===== src/rtl/fsm_driver_if.sv =====
`default_nettype none
// ============================================================================
//  Module   : fsm_driver_if
//  Brief    : Start/ready handshake plus worker enable/done bundle for fsm_driver.
//  Revision : 1.0  initial release
// ============================================================================
interface fsm_driver_if #(
    parameter int CNT_W = 5
) ();
    logic             start;
    logic             ready;
    logic             busy;
    logic             wrk_rst_n;
    logic             en;
    logic             done;
    logic             cmpl;
    logic             err;
    logic [CNT_W-1:0] cycles;

    modport master (
        input  start, done,
        output ready, busy, wrk_rst_n, en, cmpl, err, cycles
    );

    modport slave (
        output start, done,
        input  ready, busy, wrk_rst_n, en, cmpl, err, cycles
    );
endinterface
`default_nettype wire


===== src/rtl/fsm_driver.sv =====
`default_nettype none
// ============================================================================
//  Module   : fsm_driver
//  Brief    : Launches one enable/done worker job, measures its RUN length and
//             flags a timeout. FSM_DRIVER_RETRY_EN adds MAX_RETRY re-attempts.
//  Revision : 1.0  initial release
// ============================================================================
module fsm_driver #(
    parameter int TIMEOUT   = 16,
    parameter int CNT_W     = 5,
    parameter int MAX_RETRY = 2
) (
    input  wire logic     clk,
    input  wire logic     rst,
    fsm_driver_if.master  bus
);

    typedef enum logic [2:0] {
        ST_IDLE = 3'd0,
        ST_ARM  = 3'd1,
        ST_RUN  = 3'd2,
        ST_DONE = 3'd3,
        ST_FAIL = 3'd4
    } state_t;

    localparam logic [CNT_W-1:0] c_TIMEOUT = CNT_W'(TIMEOUT);

    if (TIMEOUT < 2 || TIMEOUT > (1 << CNT_W) - 1 || MAX_RETRY < 0) begin : g_param_check
        $error("fsm_driver: parameter out of range");
    end

    state_t           r_state;
    state_t           w_state_nxt;
    logic [CNT_W-1:0] r_cnt;
    logic [CNT_W-1:0] w_cnt_nxt;
    logic [CNT_W-1:0] r_cycles;
    logic [CNT_W-1:0] w_cycles_nxt;
    logic             r_ready;
    logic             r_busy;
    logic             r_wrk_rst_n;
    logic             r_en;
    logic             r_cmpl;
    logic             r_err;
    logic             w_ready;
    logic             w_wrk_rst_n;
    logic             w_en;
    logic             w_cmpl;
    logic             w_err;
    logic             w_retry;

`ifdef FSM_DRIVER_RETRY_EN
    localparam int c_RTY_W = (MAX_RETRY < 1) ? 1 : $clog2(MAX_RETRY + 1);

    logic [c_RTY_W-1:0] r_retry;
    logic               w_retry_clr;
    logic               w_retry_inc;

    // The count is stable from ARM through FAIL, so it can gate err on FAIL entry.
    assign w_retry     = (int'(r_retry) < MAX_RETRY);
    assign w_retry_clr = ((r_state == ST_IDLE) && bus.start) || (r_state == ST_DONE);
    assign w_retry_inc = (r_state == ST_FAIL) && w_retry;

    always_ff @(posedge clk) begin
        if (rst) begin
            r_retry <= '0;
        end else if (w_retry_clr) begin
            r_retry <= '0;
        end else if (w_retry_inc) begin
            r_retry <= r_retry + c_RTY_W'(1);
        end
    end
`else
    assign w_retry = 1'b0;
`endif

    always_comb begin
        w_state_nxt  = r_state;
        w_cnt_nxt    = r_cnt;
        w_cycles_nxt = r_cycles;
        case (r_state)
            ST_IDLE: begin
                if (bus.start) begin
                    w_state_nxt = ST_ARM;
                    w_cnt_nxt   = '0;
                end
            end
            ST_ARM: begin
                w_state_nxt = ST_RUN;
                w_cnt_nxt   = r_cnt + CNT_W'(1);
            end
            ST_RUN: begin
                // done takes priority over the timeout on the final RUN cycle
                if (bus.done) begin
                    w_state_nxt  = ST_DONE;
                    w_cycles_nxt = r_cnt;
                end else if (r_cnt == c_TIMEOUT) begin
                    w_state_nxt = ST_FAIL;
                end else begin
                    w_cnt_nxt = r_cnt + CNT_W'(1);
                end
            end
            ST_DONE: begin
                w_state_nxt = ST_IDLE;
            end
            ST_FAIL: begin
                if (w_retry) begin
                    w_state_nxt = ST_ARM;
                    w_cnt_nxt   = '0;
                end else begin
                    w_state_nxt = ST_IDLE;
                end
            end
            default: begin
                w_state_nxt = ST_IDLE;
            end
        endcase

        // Outputs are decoded from the next state so they can be registered.
        w_ready     = (w_state_nxt == ST_IDLE);
        w_wrk_rst_n = (w_state_nxt == ST_ARM) || (w_state_nxt == ST_RUN) ||
                      (w_state_nxt == ST_DONE);
        w_en        = (w_state_nxt == ST_RUN);
        w_cmpl      = (w_state_nxt == ST_DONE);
        w_err       = (w_state_nxt == ST_FAIL) && !w_retry;
    end

    always_ff @(posedge clk) begin
        if (rst) begin
            r_state     <= ST_IDLE;
            r_cnt       <= '0;
            r_cycles    <= '0;
            r_ready     <= 1'b1;
            r_busy      <= 1'b0;
            r_wrk_rst_n <= 1'b0;
            r_en        <= 1'b0;
            r_cmpl      <= 1'b0;
            r_err       <= 1'b0;
        end else begin
            r_state     <= w_state_nxt;
            r_cnt       <= w_cnt_nxt;
            r_cycles    <= w_cycles_nxt;
            r_ready     <= w_ready;
            r_busy      <= !w_ready;
            r_wrk_rst_n <= w_wrk_rst_n;
            r_en        <= w_en;
            r_cmpl      <= w_cmpl;
            r_err       <= w_err;
        end
    end

    assign bus.ready     = r_ready;
    assign bus.busy      = r_busy;
    assign bus.wrk_rst_n = r_wrk_rst_n;
    assign bus.en        = r_en;
    assign bus.cmpl      = r_cmpl;
    assign bus.err       = r_err;
    assign bus.cycles    = r_cycles;

endmodule
`default_nettype wire


===== src/flat_wrapper.sv =====
// flat-port wrapper written by rule: the top's interface ports become plain ports
module fsm_driver_flat 
#(
    parameter int TIMEOUT   = 16,
    parameter int CNT_W     = 5,
    parameter int MAX_RETRY = 2
)
  (clk, rst, bus_start, bus_done, bus_ready, bus_busy, bus_wrk_rst_n, bus_en, bus_cmpl, bus_err, bus_cycles);
  fsm_driver_if #(.CNT_W(CNT_W)) bus_i ();
  input  wire logic clk;
  input  wire logic rst;
  input wire logic [$bits(bus_i.start)-1:0] bus_start;
  input wire logic [$bits(bus_i.done)-1:0] bus_done;
  output wire logic [$bits(bus_i.ready)-1:0] bus_ready;
  output wire logic [$bits(bus_i.busy)-1:0] bus_busy;
  output wire logic [$bits(bus_i.wrk_rst_n)-1:0] bus_wrk_rst_n;
  output wire logic [$bits(bus_i.en)-1:0] bus_en;
  output wire logic [$bits(bus_i.cmpl)-1:0] bus_cmpl;
  output wire logic [$bits(bus_i.err)-1:0] bus_err;
  output wire logic [$bits(bus_i.cycles)-1:0] bus_cycles;
  assign bus_i.start = bus_start;
  assign bus_i.done = bus_done;
  assign bus_ready = bus_i.ready;
  assign bus_busy = bus_i.busy;
  assign bus_wrk_rst_n = bus_i.wrk_rst_n;
  assign bus_en = bus_i.en;
  assign bus_cmpl = bus_i.cmpl;
  assign bus_err = bus_i.err;
  assign bus_cycles = bus_i.cycles;
  fsm_driver #(.TIMEOUT(TIMEOUT), .CNT_W(CNT_W), .MAX_RETRY(MAX_RETRY)) u_core (.clk(clk), .rst(rst), .bus(bus_i));
endmodule

===== config.mk =====
export PLATFORM = sky130hd
export DESIGN_NAME = fsm_driver_flat
export DESIGN_NICKNAME = d
export VERILOG_FILES = /design/src/rtl/fsm_driver_if.sv /design/src/rtl/fsm_driver.sv /design/src/flat_wrapper.sv
export SDC_FILE = /design/constraint.sdc
export NUM_CORES = 1
export LEC_CHECK = 0
export ABC_AREA = 1
export BUFFER_PORTS_ARGS = -buffer_cell sky130_fd_sc_hd__buf_2
export CAP_MARGIN = 20
export CORE_MARGIN = 10
export CORE_UTILIZATION = 50
export DETAILED_ROUTE_END_ITERATION = 8
export PLACE_DENSITY = 0.72
export REMOVE_ABC_BUFFERS = 1
export SLEW_MARGIN = 20
export SYNTH_ARGS = -nofsm -noshare
export SYNTH_HDL_FRONTEND = slang
export SYNTH_SLANG_ARGS = --single-unit

===== constraint.sdc =====
create_clock -name clk -period 2.2 [get_ports clk]
set_clock_uncertainty 0.2 [all_clocks]
set_input_delay 0 -clock clk [delete_from_list [all_inputs] [get_ports clk]]
set_output_delay 0 -clock clk [all_outputs]
set_load 0.02 [all_outputs]

==> results by group <==
Drt
  – WL/cell: 11.6 um
  – Total number of vias: 759
  – Drc violations: 0
  – Initial DRC count: 19
  – Total routed wirelength: 1810 um
  – Vias per cell: 4.87
  – Antenna Violating Nets Remaining: 0
  – 1st-pass router iterations: 4

Timing
  – Final Critical Period: 1670 ps
  – Number of hold violations in the final report: 0
  – Fin crit share: 76.0%
  – RSZ-0062 raised after global routing: false
  – Relative max-transition margin: 79.4%
  – Setup TNS: 0 ps
  – Slew of the pin with the lowest slew margin: 309 ps
  – Slew Viols, Final: 0
  – Final setup viols: 0
  – Fmax: 598 MHz

Power and ir drop
  – Worst vdd ir: 0.551 mV
  – Leak Pwr: 0.476 nW
  – Power share of the sequential group: 52.1%
  – Switch Pwr: 247 uW
  – Sw Share: 32.8%
  – Logic pwr share: 24.4%
  – Total chip power: 753 uW
  – Pwr Density: 717 nW/um^2
  – Clock share of power: 23.5%
  – Internal: 506 uW

Synth
  – Post-synthesis mux area share: 0%
  – Cells after Synth: 111
  – Ys Warns: 0
  – Sequential fraction of the synthesis area: 42.6%
  – Post-synth cell types: 24
  – Mapped Area: 892 um^2
  – Synth Area in Adders: 2.81%
  – Simple-gate portion of the synthesized area: 32.7%
  – Post-synth EDFFs: 0
  – Synth Area in XOR/XNOR: 0%
  – #FFs+latches synth: 19
  – Largest family of logic cells by synthesized area: simple AND/OR/NAND/NOR gates
  – Ys async rst share: 0%
  – Compound-Gate Fraction of Synth Area: 13.0%
  – Syn_area_per_cell: 8.04 um^2
  – Top FF cell, synth: dfxtp_1

Layout
  – Share of layout cells above drive strength 1: 32.1%
  – Register area: 380 um^2
  – Most frequent cells in the layout: 19 x dfxtp_1, 17 x nand2_1, 14 x buf_2, 12 x inv_1
  – Fin nets: 138
  – Number of diodes: 0
  – Synth-to-layout area growth: 17.7%
  – Fill cells: 151
  – Commonest non-fill, non-tap cell in the layout: dfxtp_1
  – Area occupied by multi-input gates: 433 um^2

Clock network
  – H-Tree Level Count: 1
  – Cts repair resizes: 0
  – CTS root buf: clkbuf_4
  – Maximum root-to-sink buffer count: 2
  – Worst-path clk slew: 100 ps
  – CTS tree: yes
  – Sinks on Clock Net: 19
  – Number of buffers created by CTS: 3
  – Clk_lat worst skew: 300 ps
  – Post-CTS setup buffers: 0

Global route
  – Initial antenna violation count: 0
  – First-pass GRT wire length: 3210 um
  – Vias in the first global route: 732
  – Grt total ovfl: 0
  – Largest net degree at the start of global routing: 14
  – Gr usage total: 9.69%

Min path
  – Hold Path Class: flop to flop

Floorplan
  – I/O Pins: 15
  – Die Y: 62.2 um
  – Die area: 3870 um^2
  – Core box area: 1710 um^2
  – Starting density of the core: 52.2%
  – Core Rows: 15
  – Die Span X: 62.2 um

Setup path
  – Crit end category: flop
  – Arrival @ worst endpoint: 1680 ps
  – Startpoint types: flop
  – CP max FO: 7
  – Crit path kind: flop to flop
  – Worst Path Required: 2210 ps

Run
  – Max cap viols: 0

Placement
  – Port bufs: 14
  – Gpl congestion: 0.880
  – DP Wirelength: 1400 um

Run status
  – Status: finished clean
==> cells in the mapped netlist, types with 2 or more instances <==
master | n | area [um^2]
dfxtp_1 | 19 | 380
nor2_1 | 9 | 33.8
ha_1 | 2 | 25.0
nand3_1 | 7 | 35.0
nand2_2 | 7 | 43.8
a21oi_1 | 9 | 45.0
inv_2 | 5 | 18.8
nand4_1 | 2 | 12.5
nor2_4 | 2 | 22.5
nand2_1 | 17 | 63.8
a21oi_2 | 3 | 26.3
nand3_2 | 2 | 20.0
o21ai_0 | 5 | 25.0
inv_1 | 12 | 45.0
==> per-layer routing <==
layer | part of all wire (%) | global-route usage, % | vias up | wire length [um]
met3 | 6.0 | 4.66 | 3 | 109
met2 | 48 | 16.3 | 17 | 870
li1 | - | - | 394 | -
met5 | 0 | 0 | - | 0
met1 | 45 | 10.9 | 345 | 820
met4 | 0.55 | 1.71 | 0 | 10
==> cells by family after synthesis <==
group | count (synthesis)
compound gates | 19
fa+ha+maj | 2
buf+inv | 20
flops | 19
simple gates | 51
==> final cells by class <==
| type | instances | share of cell area [%] |
|---|---|---|
| Inverter | 18 | 6.44 |
| Sequential cell | 19 | 36.2 |
| Tap cell | 25 | 2.98 |
| Timing Repair Buffer | 18 | 10.5 |
| Clock buffer | 3 | 2.15 |
| Clock inverter | 1 | 0.477 |
| Multi-Input combinational cell | 72 | 41.2 |
==> critical path, stage by stage, from the launching register on <==
cell and delay [ps]:
dfxtp_1 410, inv_1 110, ha_1 190, nand2_1 60
inv_1 40, nand2_2 70, nor2_4 40, nor2_4 180
nand2_8 100, o21bai_2 110, nor2_1 50
==> power by group through the flow <==
| stage | registers (mW) | logic [mW] | clock network, mW |
|---|---|---|---|
| 2_1_floorplan | 0.420 | 0.111 | 0 |
| 3_3_place_gp | 0.398 | 0.175 | 0 |
| 3_5_place_dp | 0.400 | 0.178 | 0 |
| 4_1_cts | 0.392 | 0.185 | 0.181 |
| 5_1_grt | 0.397 | 0.207 | 0.192 |
| 6_report | 0.392 | 0.184 | 0.177 |
==> what timing repair did <==
action	in CTS	in global routing
endpoints found under the hold margin	14	0
hold buffers	4	0
endpoints found under the setup margin	0	0
==> path summary, 6_finish.rpt <==
path,slack [ps],to,startpoint,cells after the start
hold reg to reg,330,u_core.r_cnt[4]$_SDFFE_PP0P_,u_core.r_cnt[4]$_SDFFE_PP0P_,2
hold / removal,330,u_core.r_cnt[4]$_SDFFE_PP0P_,u_core.r_cnt[4]$_SDFFE_PP0P_,2
setup / recovery,530,u_core.r_cnt[0]$_SDFFE_PP0P_,u_core.r_cnt[1]$_SDFFE_PP0P_,10
setup reg to reg,530,u_core.r_cnt[0]$_SDFFE_PP0P_,u_core.r_cnt[1]$_SDFFE_PP0P_,10
==> through the flow <==
step                      worst slack [ps]  hold slack, ps  std cells  cell area, um^2  utilization [%]
after CTS                              534             326        156             1050             61.5
after global routing                   402             343        156             1050             61.5
final                                  528             332        156             1050             61.5
after detailed placement               549            66.4        148              982             57.5
after floorplan                        660            -138        109              881                -
after global placement                 594            60.1        148              982             57.5
No activity file was read; power rests on OpenSTA's default activity.
